===== src/rtl/amm_trans_engine.sv =====
// Avalon-MM burst master that executes one op packet at a time: write bursts with generated
// data and byte enables, or read bursts whose beats are forwarded to the compare block.
module amm_trans_engine #(
  parameter  int ADDR_W      = 32,
  parameter  int AMM_DATA_W  = 64,
  parameter  int AMM_BURST_W = 11,
  localparam int ADDR_B_W    = $clog2(AMM_DATA_W / 8)
) (
  input  logic                      clk_i,
  input  logic                      rst_i,
  input  logic                      op_valid_i,
  output logic                      op_ready_o,
  input  logic                      op_type_i,
  input  logic [ADDR_W-1:0]         op_word_addr_i,
  input  logic [AMM_BURST_W-1:0]    op_burstcount_i,
  input  logic [ADDR_B_W-1:0]       op_start_offset_i,
  input  logic [ADDR_B_W-1:0]       op_end_offset_i,
  input  logic [31:0]               data_pattern_i,
  output logic [ADDR_W-1:0]         amm_address_o,
  output logic                      amm_read_o,
  output logic                      amm_write_o,
  output logic [AMM_DATA_W-1:0]     amm_writedata_o,
  output logic [AMM_DATA_W/8-1:0]   amm_byteenable_o,
  output logic [AMM_BURST_W-1:0]    amm_burstcount_o,
  input  logic                      amm_waitrequest_i,
  input  logic                      amm_readdatavalid_i,
  input  logic [AMM_DATA_W-1:0]     amm_readdata_i,
  output logic                      rd_valid_o,
  output logic [AMM_DATA_W-1:0]     rd_data_o,
  output logic                      rd_last_o,
  output logic                      busy_o
);

  localparam int BE_W  = AMM_DATA_W / 8;
  localparam int LANES = AMM_DATA_W / 32;
  localparam logic [AMM_BURST_W-1:0] ONE = AMM_BURST_W'(1);

  typedef enum logic [1:0] {IDLE_S, WRITE_S, READ_CMD_S, READ_WAIT_S} state_t;

  state_t                  state;
  logic [AMM_BURST_W-1:0]  beat_cnt;
  logic [AMM_BURST_W-1:0]  burst_q;
  logic [ADDR_B_W-1:0]     start_q;
  logic [ADDR_B_W-1:0]     end_q;
  logic [31:0]             pattern_q;

  logic [AMM_BURST_W-1:0]  op_burst_eff;
  logic [AMM_BURST_W-1:0]  next_beat;
  logic                    last_beat;
  logic                    next_is_last;

  // Lane k of beat b carries pattern + b*LANES + k, wrapping at 32 bits.
  function automatic logic [AMM_DATA_W-1:0] beat_data(input logic [31:0]            pat,
                                                       input logic [AMM_BURST_W-1:0] beat);
    logic [AMM_DATA_W-1:0] d;
    d = '0;
    for (int k = 0; k < LANES; k++)
      d[k*32 +: 32] = pat + 32'(beat) * 32'(LANES) + 32'(k);
    return d;
  endfunction

  function automatic logic [BE_W-1:0] beat_be(input logic                is_first,
                                              input logic                is_last,
                                              input logic [ADDR_B_W-1:0] s_off,
                                              input logic [ADDR_B_W-1:0] e_off);
    logic [BE_W-1:0] be;
    be = '0;
    for (int i = 0; i < BE_W; i++)
      be[i] = (!is_first || i >= int'(s_off)) && (!is_last || i <= int'(e_off));
    return be;
  endfunction

  assign op_burst_eff = (op_burstcount_i == '0) ? ONE : op_burstcount_i;
  assign next_beat    = beat_cnt + ONE;
  assign last_beat    = (beat_cnt == burst_q - ONE);
  assign next_is_last = (next_beat == burst_q - ONE);

  // NOTE: every register here is assigned with <= so all updates see pre-edge values.
  always_ff @(posedge clk_i or posedge rst_i) begin
    if (rst_i) begin
      state            <= IDLE_S;
      beat_cnt         <= '0;
      burst_q          <= '0;
      start_q          <= '0;
      end_q            <= '0;
      pattern_q        <= '0;
      op_ready_o       <= 1'b1;
      busy_o           <= 1'b0;
      amm_address_o    <= '0;
      amm_read_o       <= 1'b0;
      amm_write_o      <= 1'b0;
      amm_writedata_o  <= '0;
      amm_byteenable_o <= '0;
      amm_burstcount_o <= '0;
      rd_valid_o       <= 1'b0;
      rd_data_o        <= '0;
      rd_last_o        <= 1'b0;
    end else begin
      rd_valid_o <= 1'b0;
      rd_last_o  <= 1'b0;
      case (state)
        IDLE_S: begin
          if (op_valid_i && op_ready_o) begin
            burst_q          <= op_burst_eff;
            start_q          <= op_start_offset_i;
            end_q            <= op_end_offset_i;
            pattern_q        <= data_pattern_i;
            beat_cnt         <= '0;
            amm_address_o    <= op_word_addr_i;
            amm_burstcount_o <= op_burst_eff;
            amm_byteenable_o <= beat_be(1'b1, op_burst_eff == ONE,
                                        op_start_offset_i, op_end_offset_i);
            op_ready_o       <= 1'b0;
            busy_o           <= 1'b1;
            if (op_type_i) begin
              state      <= READ_CMD_S;
              amm_read_o <= 1'b1;
            end else begin
              state           <= WRITE_S;
              amm_write_o     <= 1'b1;
              amm_writedata_o <= beat_data(data_pattern_i, '0);
            end
          end
        end
        WRITE_S: begin
          if (!amm_waitrequest_i) begin
            if (last_beat) begin
              state       <= IDLE_S;
              amm_write_o <= 1'b0;
              op_ready_o  <= 1'b1;
              busy_o      <= 1'b0;
            end else begin
              beat_cnt         <= next_beat;
              amm_writedata_o  <= beat_data(pattern_q, next_beat);
              amm_byteenable_o <= beat_be(1'b0, next_is_last, start_q, end_q);
            end
          end
        end
        READ_CMD_S: begin
          if (!amm_waitrequest_i) begin
            state      <= READ_WAIT_S;
            amm_read_o <= 1'b0;
          end
        end
        READ_WAIT_S: begin
          if (amm_readdatavalid_i) begin
            rd_valid_o <= 1'b1;
            rd_data_o  <= amm_readdata_i;
            if (last_beat) begin
              rd_last_o  <= 1'b1;
              state      <= IDLE_S;
              op_ready_o <= 1'b1;
              busy_o     <= 1'b0;
            end else begin
              beat_cnt <= next_beat;
            end
          end
        end
      endcase
    end
  end

endmodule


===== config.mk =====
export PLATFORM = sky130hd
export DESIGN_NAME = amm_trans_engine
export DESIGN_NICKNAME = d
export VERILOG_FILES = /design/src/rtl/amm_trans_engine.sv
export SDC_FILE = /design/constraint.sdc
export NUM_CORES = 1
export LEC_CHECK = 0
export BUFFER_PORTS_ARGS = -buffer_cell sky130_fd_sc_hd__buf_2
export CAP_MARGIN = 20
export CORE_MARGIN = 5
export CORE_UTILIZATION = 40
export CTS_BUF_LIST = sky130_fd_sc_hd__clkbuf_16
export DETAILED_ROUTE_END_ITERATION = 12
export MAX_ROUTING_LAYER = met4
export PLACE_DENSITY = 0.72
export RECOVER_POWER = 25
export SLEW_MARGIN = 30
export SYNTH_ARGS = -nofsm -noshare
export SYNTH_HDL_FRONTEND = slang
export SYNTH_SLANG_ARGS = --single-unit

===== constraint.sdc =====
create_clock -name clk_i -period 14.8 [get_ports clk_i]
set_input_delay 1.48 -clock clk_i [delete_from_list [all_inputs] [get_ports clk_i]]
set_output_delay 1.48 -clock clk_i [all_outputs]
set_load 0.01 [all_outputs]

Yosys cells after proc, flatten, opt, wreduce, memory -nomap -nowiden
Index checks and enable logic that the tools add are counted.
{ "word_totals": {"elab_cells": 137, "inputBits": 151, "reg_bits": 233, "output_inout_bits": 185} }
{ "classes": {"n_mux": 46, "order_cmp": 21, "eq_ne": 14, "n_reduce_logical": 36, "addsub": 5} }
{ "op_table": {"columns": ["operator", "count"], "rows": [
  ["2-to-1 mux 64 bit", 4],
  ["case mux 64 bit (2 select lines)", 1],
  ["adder 32 x 1 -> 32 bit (second input constant)", 2],
  ["2-to-1 mux 11 bit", 5],
  ["case mux 11 bit (3 select lines)", 1],
  ["adder 32 x 12 -> 32 bit", 1],
  ["<= comparator 3 bit (first input constant)", 8],
  ["2-to-1 mux 8 bit", 3],
  ["== test 11 bit", 2],
  ["2-to-1 mux 1 bit", 20],
  ["!= test 2 bit (second input constant)", 8],
  ["case mux 8 bit (2 select lines)", 1],
  ["AND reduction 4 bit", 4],
  ["logical OR 1 bit", 14],
  ["<= comparator 2 x 3 -> 1 bit (first input constant)", 4],
  ["2-to-1 mux 2 bit", 6],
  ["adder 11 x 1 -> 11 bit (second input constant)", 1],
  ["== test 11 x 1 -> 1 bit (second input constant)", 1],
  ["zero test 11 bit", 1],
  ["subtractor 11 x 1 -> 11 bit (second input constant)", 1],
  ["AND reduction 5 bit", 2],
  ["greater-or-equal comparator 3 bit (first input constant)", 3],
  ["case mux 2 bit (4 select lines)", 1],
  ["logical AND 1 bit", 7],
  ["other kinds (12)", 21]
]} }

Depth between registers and ports, before layout
Gate-level depths: netlist of the first run.
{ "logic_depth": {"word_depth": 8, "mapped_depth": 19, "depth_no_buf": 16} }

Least setup slack after synthesis of the first run
No wires, ideal clock.
{ "synth_timing": {"kind": "register to register", "startpoint": "register beat_cnt[0]", "endpoint": "register amm_writedata_o[59]", "arrival_time_ns": 4.517, "required_time_ns": 14.675, "path_stages_with_launch": 16, "n_path_buf": 0, "setup_slack_ns": 10.158, "synth_period_minus_slack_ns": 4.642, "setup_ns": 0.125, "path_cell_list": "dfrtp_1 > ha_1 > nand3_1 > xor2_1 > inv_1 > ha_1 > and2_1 > a221o_1 > o21a_1 > o31a_1 > or3_4 > or3b_4 > or4_4 > nor4_4 > nand3_2 > mux2_4"} }
{ "synth_between": {"elab_chain_len": 6, "elab_cells_between_ends": 9, "cone_classes": "3 x add/sub; 2 x eq/ne; 3 x mux; 1 x reduce/logical"} }
{ "synth_lines": {"columns": ["element", "line_no", "text"], "rows": [
  ["start: declaration", "41", "logic [AMM_BURST_W-1:0] beat_cnt;"],
  ["start signal: assignment", "133", "beat_cnt <= next_beat;"],
  ["start signal: assignment", "155", "beat_cnt <= next_beat;"],
  ["adder 11 x 1 -> 11 bit", "74", "assign next_beat = beat_cnt + ONE;"],
  ["adder 32 x 12 -> 32 bit", "58", "d[k*32 +: 32] = pat + 32'(beat) * 32'(LANES) + 32'(k);"],
  ["adder 32 x 1 -> 32 bit", "58", null],
  ["2-to-1 mux 64 bit", "127", "if (last_beat) begin"],
  ["2-to-1 mux 64 bit", "126", "if (!amm_waitrequest_i) begin"],
  ["case mux 64 bit (2 select lines)", "101", "case (state)"],
  ["end signal: assignment", "121", "amm_writedata_o <= beat_data(data_pattern_i, '0);"],
  ["end signal: assignment", "134", "amm_writedata_o <= beat_data(pattern_q, next_beat);"],
  ["end: declaration", "22", "output logic [AMM_DATA_W-1:0] amm_writedata_o,"]
]} }
Several ways; a longest one is shown, not always the timed one. The select of a mux whose other input is x is not followed.
A chain may end at the register's enable or synchronous reset.

==> results.tsv, run 1 <==
stage	metric	value	unit
outcome	outcome	finished, violations left	
outcome	failing checks	max-capacitance violations, max-slew violations	
critical_path	crit path launch type	input port	
job	max_cap viols	5	
sta	Setup TNS Final	0	ns
critical_path	R2R depth	14	
sta	Slew headroom	-1.949	
clocking	cts hold-fix bufs	0	
global_routing	pin count of the biggest net entering global routing	101	
yosys	top cells by area, synth	dfrtp_1 50%, nand2_1 10%, mux2_2 7.3%, o21ai_0 3.6%, xnor2_1 3.3%	
routing	vias	9841	
hold_path	Worst Hold Depth	2	
sta	final setup fails	0	
power_and_ir_drop	Leakage	7.870	nW
routing	DR DRC count	0	
global_routing	number of antenna violations at the first check in global routing	7	
floorplanning	Core Rows	62	
placed_design	Port-buffer cells	335	
yosys	Mapped Cells	1186	
sta	hold slack	0.4679	ns
clocking	clk root buf	clkbuf_16	
power_and_ir_drop	Power, Total	1.317	mW
routing	Vias/cell	5.155	
sta	Hold Vio Cnt, Final	0	
critical_path	maximum fanout along the worst path	100	
clocking	clk buf depth	3	
routing	First-pass DRT Iterations	5	
yosys	FFs w/ async S/R, synth	1.000	
routing	drt initial violations	525	
hold_path	hold_sp	amm_address_o[5]$_DFFE_PP0P_	
cells_and_area	Nets	1667	
clocking	Reg clk slew, reported paths	0.06	ns
yosys	Yosys reg bits	233	
yosys	top cell type's share of synthesized area	0.5035	
critical_path	worst r2r src	beat_cnt[2]$_DFFE_PP0P_	
clocking	CTS H-tree depth	1	
floorplanning	CORE AREA	28550	um^2
routing	Wirelength per Cell	17.55	um
clocking	clock insertion delay at the later pin of the skew report	0.53	ns
clocking	CTS tree	built	
yosys	Synth area leader	dfrtp_1	
clocking	Sink Count	233	
cells_and_area	Fillers	2726	
yosys	EDFF count, synth	0	
floorplanning	Die Height	179.8	um
clocking	Post-CTS Setup Repair Bufs	0	
yosys	Mapped Area	11530	um^2
global_routing	Overflow after GRT	0	
cells_and_area	share of cells above drive strength 1	0.3136	
critical_path	Worst Path Arrival	7.94	ns
yosys	Unique masters post-synth	72	
sta	fin crit period	7.386	ns
power_and_ir_drop	peak supply drop	91.00	uV
global_routing	vias in the first global route	9994	
critical_path	CP Capture Type	asynchronous set/reset pin	
cells_and_area	Area growth, synth to finish	24.59	%
power_and_ir_drop	Pwr Density	91.66	nW/um^2
routing	post-route ant nets	0	
critical_path	CP required	15.35	ns
clocking	CTS buffer count	26	
floorplanning	Starting Density	0.4039	
yosys	Primary FF master, synth	dfrtp_1	
clocking	post_cts resized	0	
yosys	sequential cell area fraction in the yosys report	0.5058	
critical_path	worst setup path startpoint	rst_i	
sta	Tcrit/Tclk final	0.4991	
global_routing	Total Routing Usage GR	0.2080	
critical_path	Worst Path Class, Setup	in -> async	
floorplanning	Ports	336	
floorplanning	Die Area	32320	um^2
yosys	number of synthesis warnings	0	
routing	final WL	33.50	mm
sta	max-slew violation count	331	
placed_design	GP Congestion	0.9006	
hold_path	Hold Crit Class	reg -> reg	
sta	Max Clock Skew	0.01591	ns
yosys	Post-Syn Nets	1353	
floorplanning	die width	179.8	um
global_routing	first-pass GRT wire length	54.14	mm
sta	highest clock rate	0.1354	GHz
sta	Worst-Margin Slew	4.399	ns
sta	RSZ-0062 raised after global routing	false	
yosys	mean post-synth cell area	9.722	um^2
placed_design	HPWL Detailed	25.37	mm
cell type report:
cell class,instances,area [um^2],share of cell area
antenna,7,17.52,0.001219
multi-input combinational,875,5404,0.3762
sequential,233,5832,0.4060
tap,384,480.5,0.03345
inverter,19,72.57,0.005052
clock buffer,27,675.6,0.04703
timing repair buffer,345,1739,0.1211
clock inverter,19,143.9,0.01002
cell usage in the layout (no fill, tap or decap), types with 5 or more instances in the layout:
cell type,netlist,layout
nor2b_1,8,7
and2_1,7,7
nor2_1,39,39
clkinv_1,0,5
clkbuf_16,0,27
and3_1,10,10
ha_1,15,15
dfrtp_1,232,232
mux2_2,75,75
o21ai_0,82,82
buf_4,4,7
nor4_1,7,7
or3_1,7,7
buf_2,10,334
xnor2_1,44,44
nor3_1,21,20
xor2_1,31,31
o211ai_1,7,7
a31oi_1,16,16
nand2_1,319,319
a21o_1,12,11
nand4_1,8,8
nand3_1,33,33
inv_1,19,23
diode_2,0,7
mux2i_1,13,13
a21oi_1,37,37
Yosys cell counts, types with 7 or more instances:
library cell  number
buf_2             10
a21oi_1           37
a31oi_1           16
nor4_1             7
nor2b_1            8
nor3_1            21
xnor2_1           44
o211ai_1           7
clkbuf_1          42
nor2_1            39
or3_1              7
mux2_2            75
mux2i_1           13
dfrtp_1          232
ha_1              15
a21o_1            12
and3_1            10
nand2_1          319
o21ai_0           82
and2_1             7
nand3_1           33
inv_1             19
nand4_1            8
xor2_1            31
stage by stage:
| step | setup slack (ns) | utilization | cells | cell area, um^2 |
|---|---|---|---|---|
| final | 7.414 | 0.5032 | 1909 | 14370 |
| after global routing | 5.877 | 0.5032 | 1909 | 14370 |
| after CTS | 9.763 | 0.5037 | 1902 | 14380 |
| after detailed placement | 9.770 | 0.4750 | 1856 | 13560 |
| after global placement | 9.883 | 0.4741 | 1855 | 13530 |
| after floorplan | 6.932 | - | 1186 | 11530 |
final timing paths:
check | end | slack, ns
worst max-delay path | rd_data_o[49]$_DFFE_PP0P_ | 7.41
worst max register to register | amm_writedata_o[59]$_DFFE_PP0P_ | 9.75
worst min-delay path | amm_address_o[5]$_DFFE_PP0P_ | 0.47
worst min register to register | amm_address_o[5]$_DFFE_PP0P_ | 0.47
min in group asynchronous | amm_address_o[16]$_DFFE_PP0P_ | 2.28
max in group clk_i | amm_writedata_o[59]$_DFFE_PP0P_ | 9.75
where the power goes:
group	switching [mW]	internal (mW)
Sequential	0.000574	0.638
Combinational	0.0335	0.0220
Clock	0.259	0.363
kinds of logic after synthesis:
kind of cell | count (synthesis) | synth area share
fa+ha+maj | 16 | 0.01801
compound gates | 194 | 0.1012
simple gates | 497 | 0.1959
buf+inv | 78 | 0.02843
xor+xnor | 79 | 0.06479
mux | 89 | 0.08584
flops | 233 | 0.5058
critical path: stages:
cell and delay [ns]:
buf_2 0.10, clkinvlp_2 2.42, clkbuf_1 2.84, buf_4 0.96
state kept, by name (all words and copies together), names as in the netlist:
name	count
amm_byteenable_o	8
busy_o	1
op_ready_o	1
beat_cnt	11
end_q	3
burst_q	11
amm_read_o	1
amm_write_o	1
rd_last_o	1
rd_data_o	64
amm_address_o	32
rd_valid_o	1
amm_writedata_o	64
pattern_q	32
state	2
per-layer routing:
layer,vias up,part of all wire,GRT usage
met4,0,0.025,0.05303
met2,355,0.47,0.3282
met5,-,0,-
met1,4719,0.42,0.2663
met3,54,0.085,0.05942
li1,4713,-,-
(Power assumes the default switching activity.)
==> inputs of run 2 (changes only) <==
==> constraint.sdc (replaced) <==
create_clock -name clk_i -period 7.4 [get_ports clk_i]
set_input_delay 0.74 -clock clk_i [delete_from_list [all_inputs] [get_ports clk_i]]
set_output_delay 0.74 -clock clk_i [all_outputs]
set_load 0.01 [all_outputs]
==> results.tsv, run 2 (same netlist as run 1, synthesis figures left out) <==
stage	metric	value	unit
hold_path	hold_sp	op_word_addr_i[5]	
outcome	failing checks	max-capacitance violations, max-slew violations	
sta	max-slew violation count	164	
cells_and_area	Nets	1669	
job	max_cap viols	3	
sta	highest clock rate	0.1978	GHz
clocking	clk root buf	clkbuf_16	
routing	post-route ant nets	0	
cells_and_area	leading cell type in the layout, fill and taps excluded	buf_2	
routing	final WL	33.93	mm
sta	Worst-Margin Slew	3.079	ns
cells_and_area	Area growth, synth to finish	25.95	%
placed_design	pre-CTS setup slack	2.381	ns
clocking	Sink Count	233	
placed_design	Placed Cells incl. Taps	1856	
global_routing	pin count of the biggest net entering global routing	126	
cells_and_area	share of cells above drive strength 1	0.3211	
sta	Max Clock Skew	0.009569	ns
power_and_ir_drop	peak supply drop	168.8	uV
placed_design	GP Congestion	0.9095	
critical_path	CP required	7.82	ns
routing	Vias/cell	5.116	
floorplanning	Starting Density	0.4039	
cells_and_area	utilization after layout	0.5087	
clocking	clock insertion delay at the later pin of the skew report	0.53	ns
critical_path	R2R Path End	amm_writedata_o[59]$_DFFE_PP0P_	
routing	First-pass DRT Iterations	5	
global_routing	Overflow after GRT	0	
power_and_ir_drop	Leakage	7.928	nW
routing	vias	9803	
placed_design	Port-buffer cells	335	
cells_and_area	Fillers	2710	
critical_path	crit path launch type	register	
power_and_ir_drop	Pwr Density	189.7	nW/um^2
critical_path	R2R setup slack	2.34	ns
sta	Hold Vio Cnt, Final	0	
floorplanning	die width	179.8	um
sta	fin worst setup slack	2.344	ns
routing	DR DRC count	0	
floorplanning	Core Rows	62	
clocking	CTS tree	built	
routing	drt initial violations	604	
critical_path	Worst Path Class, Setup	reg -> reg	
sta	hold slack	0.3917	ns
sta	Tcrit/Tclk final	0.6832	
cells_and_area	non-filler instance count after layout	1916	
global_routing	vias in the first global route	10070	
clocking	CTS H-tree depth	1	
global_routing	number of antenna violations at the first check in global routing	8	
floorplanning	Die Height	179.8	um
global_routing	Total Routing Usage GR	0.2103	
cells_and_area	most frequent cells in the layout	335 x buf_2, 319 x nand2_1, 232 x dfrtp_1	
power_and_ir_drop	Power, Total	2.755	mW
clocking	clk buf depth	3	
critical_path	R2R depth	15	
critical_path	CP Capture Type	register	
clocking	Reg clk slew, reported paths	0.06	ns
outcome	outcome	finished, violations left	
cells_and_area	top flop regs	amm_writedata_o x64, rd_data_o x64	
cells_and_area	Final Cell Area	14520	um^2
floorplanning	Ports	336	
floorplanning	Die Area	32320	um^2
hold_path	Hold Crit Class	in -> reg	
sta	Setup TNS Final	0	ns
critical_path	maximum fanout along the worst path	8	
placed_design	HPWL Detailed	25.54	mm
sta	final setup fails	0	
floorplanning	CORE AREA	28550	um^2
critical_path	worst r2r src	beat_cnt[0]$_DFFE_PP0P_	
critical_path	Worst Path Arrival	5.48	ns
clocking	cts hold-fix bufs	0	
sta	Slew headroom	-1.052	
placed_design	Area after DPL	13560	um^2
sta	RSZ-0062 raised after global routing	false	
routing	Wirelength per Cell	17.71	um
hold_path	Worst Hold Depth	3	
clocking	CTS buffer count	27	
hold_path	Hold Path Sink	amm_address_o[5]$_DFFE_PP0P_	
sta	fin crit period	5.056	ns
clocking	Post-CTS Setup Repair Bufs	0	
critical_path	worst setup path startpoint	beat_cnt[0]$_DFFE_PP0P_	
global_routing	first-pass GRT wire length	54.50	mm
clocking	post_cts resized	0	
run 2: worst max-delay path by stage:
stage | to | slack [ns]
2_1_floorplan | amm_address_o[0]$_DFFE_PP0P_ | 0.27
3_3_place_gp | amm_writedata_o[59]$_DFFE_PP0P_ | 2.50
3_5_place_dp | amm_writedata_o[59]$_DFFE_PP0P_ | 2.38
4_1_cts | amm_writedata_o[59]$_DFFE_PP0P_ | 2.38
5_1_grt | amm_writedata_o[39]$_DFFE_PP0P_ | 1.79
6_report | amm_writedata_o[59]$_DFFE_PP0P_ | 2.34
run 2: report_power, final:
group | total, mW | leakage [nW] | switching (mW) | internal (mW)
clock | 1.36 | 0.450 | 0.556 | 0.808
sequential | 1.28 | 3.20 | 0.00106 | 1.28
combinational | 0.113 | 4.27 | 0.0677 | 0.0454
run 2: critical path, cell delays in order (launching register included):
cell and delay, ns:
dfrtp_1 0.48, ha_1 0.31, nand3_1 0.12, xor2_1 0.20, inv_1 0.11, ha_1 0.30, and2_1 0.17, a221o_1 0.34
o21a_1 0.21, o31a_1 0.34, or3_4 0.41, or3b_4 0.40, or4_4 0.60, nor4_4 0.50, nand3_2 0.15, mux2_4 0.31
run 2: layout make-up:
class | count | area (um^2) | area share
sequential | 233 | 5832 | 0.4016
multi-input combinational | 875 | 5419 | 0.3732
timing repair buffer | 346 | 1784 | 0.1229
clock buffer | 27 | 675.6 | 0.04653
tap | 384 | 480.5 | 0.03309
clock inverter | 23 | 235.2 | 0.01620
inverter | 19 | 72.57 | 0.004997
antenna | 9 | 22.52 | 0.001551
run 2: layer usage:
metal | GRT usage | wire length [um]
met1 | 0.2670 | 14220
met2 | 0.3342 | 15870
met3 | 0.05437 | 2832
met4 | 0.06248 | 1013
met5 | - | 0
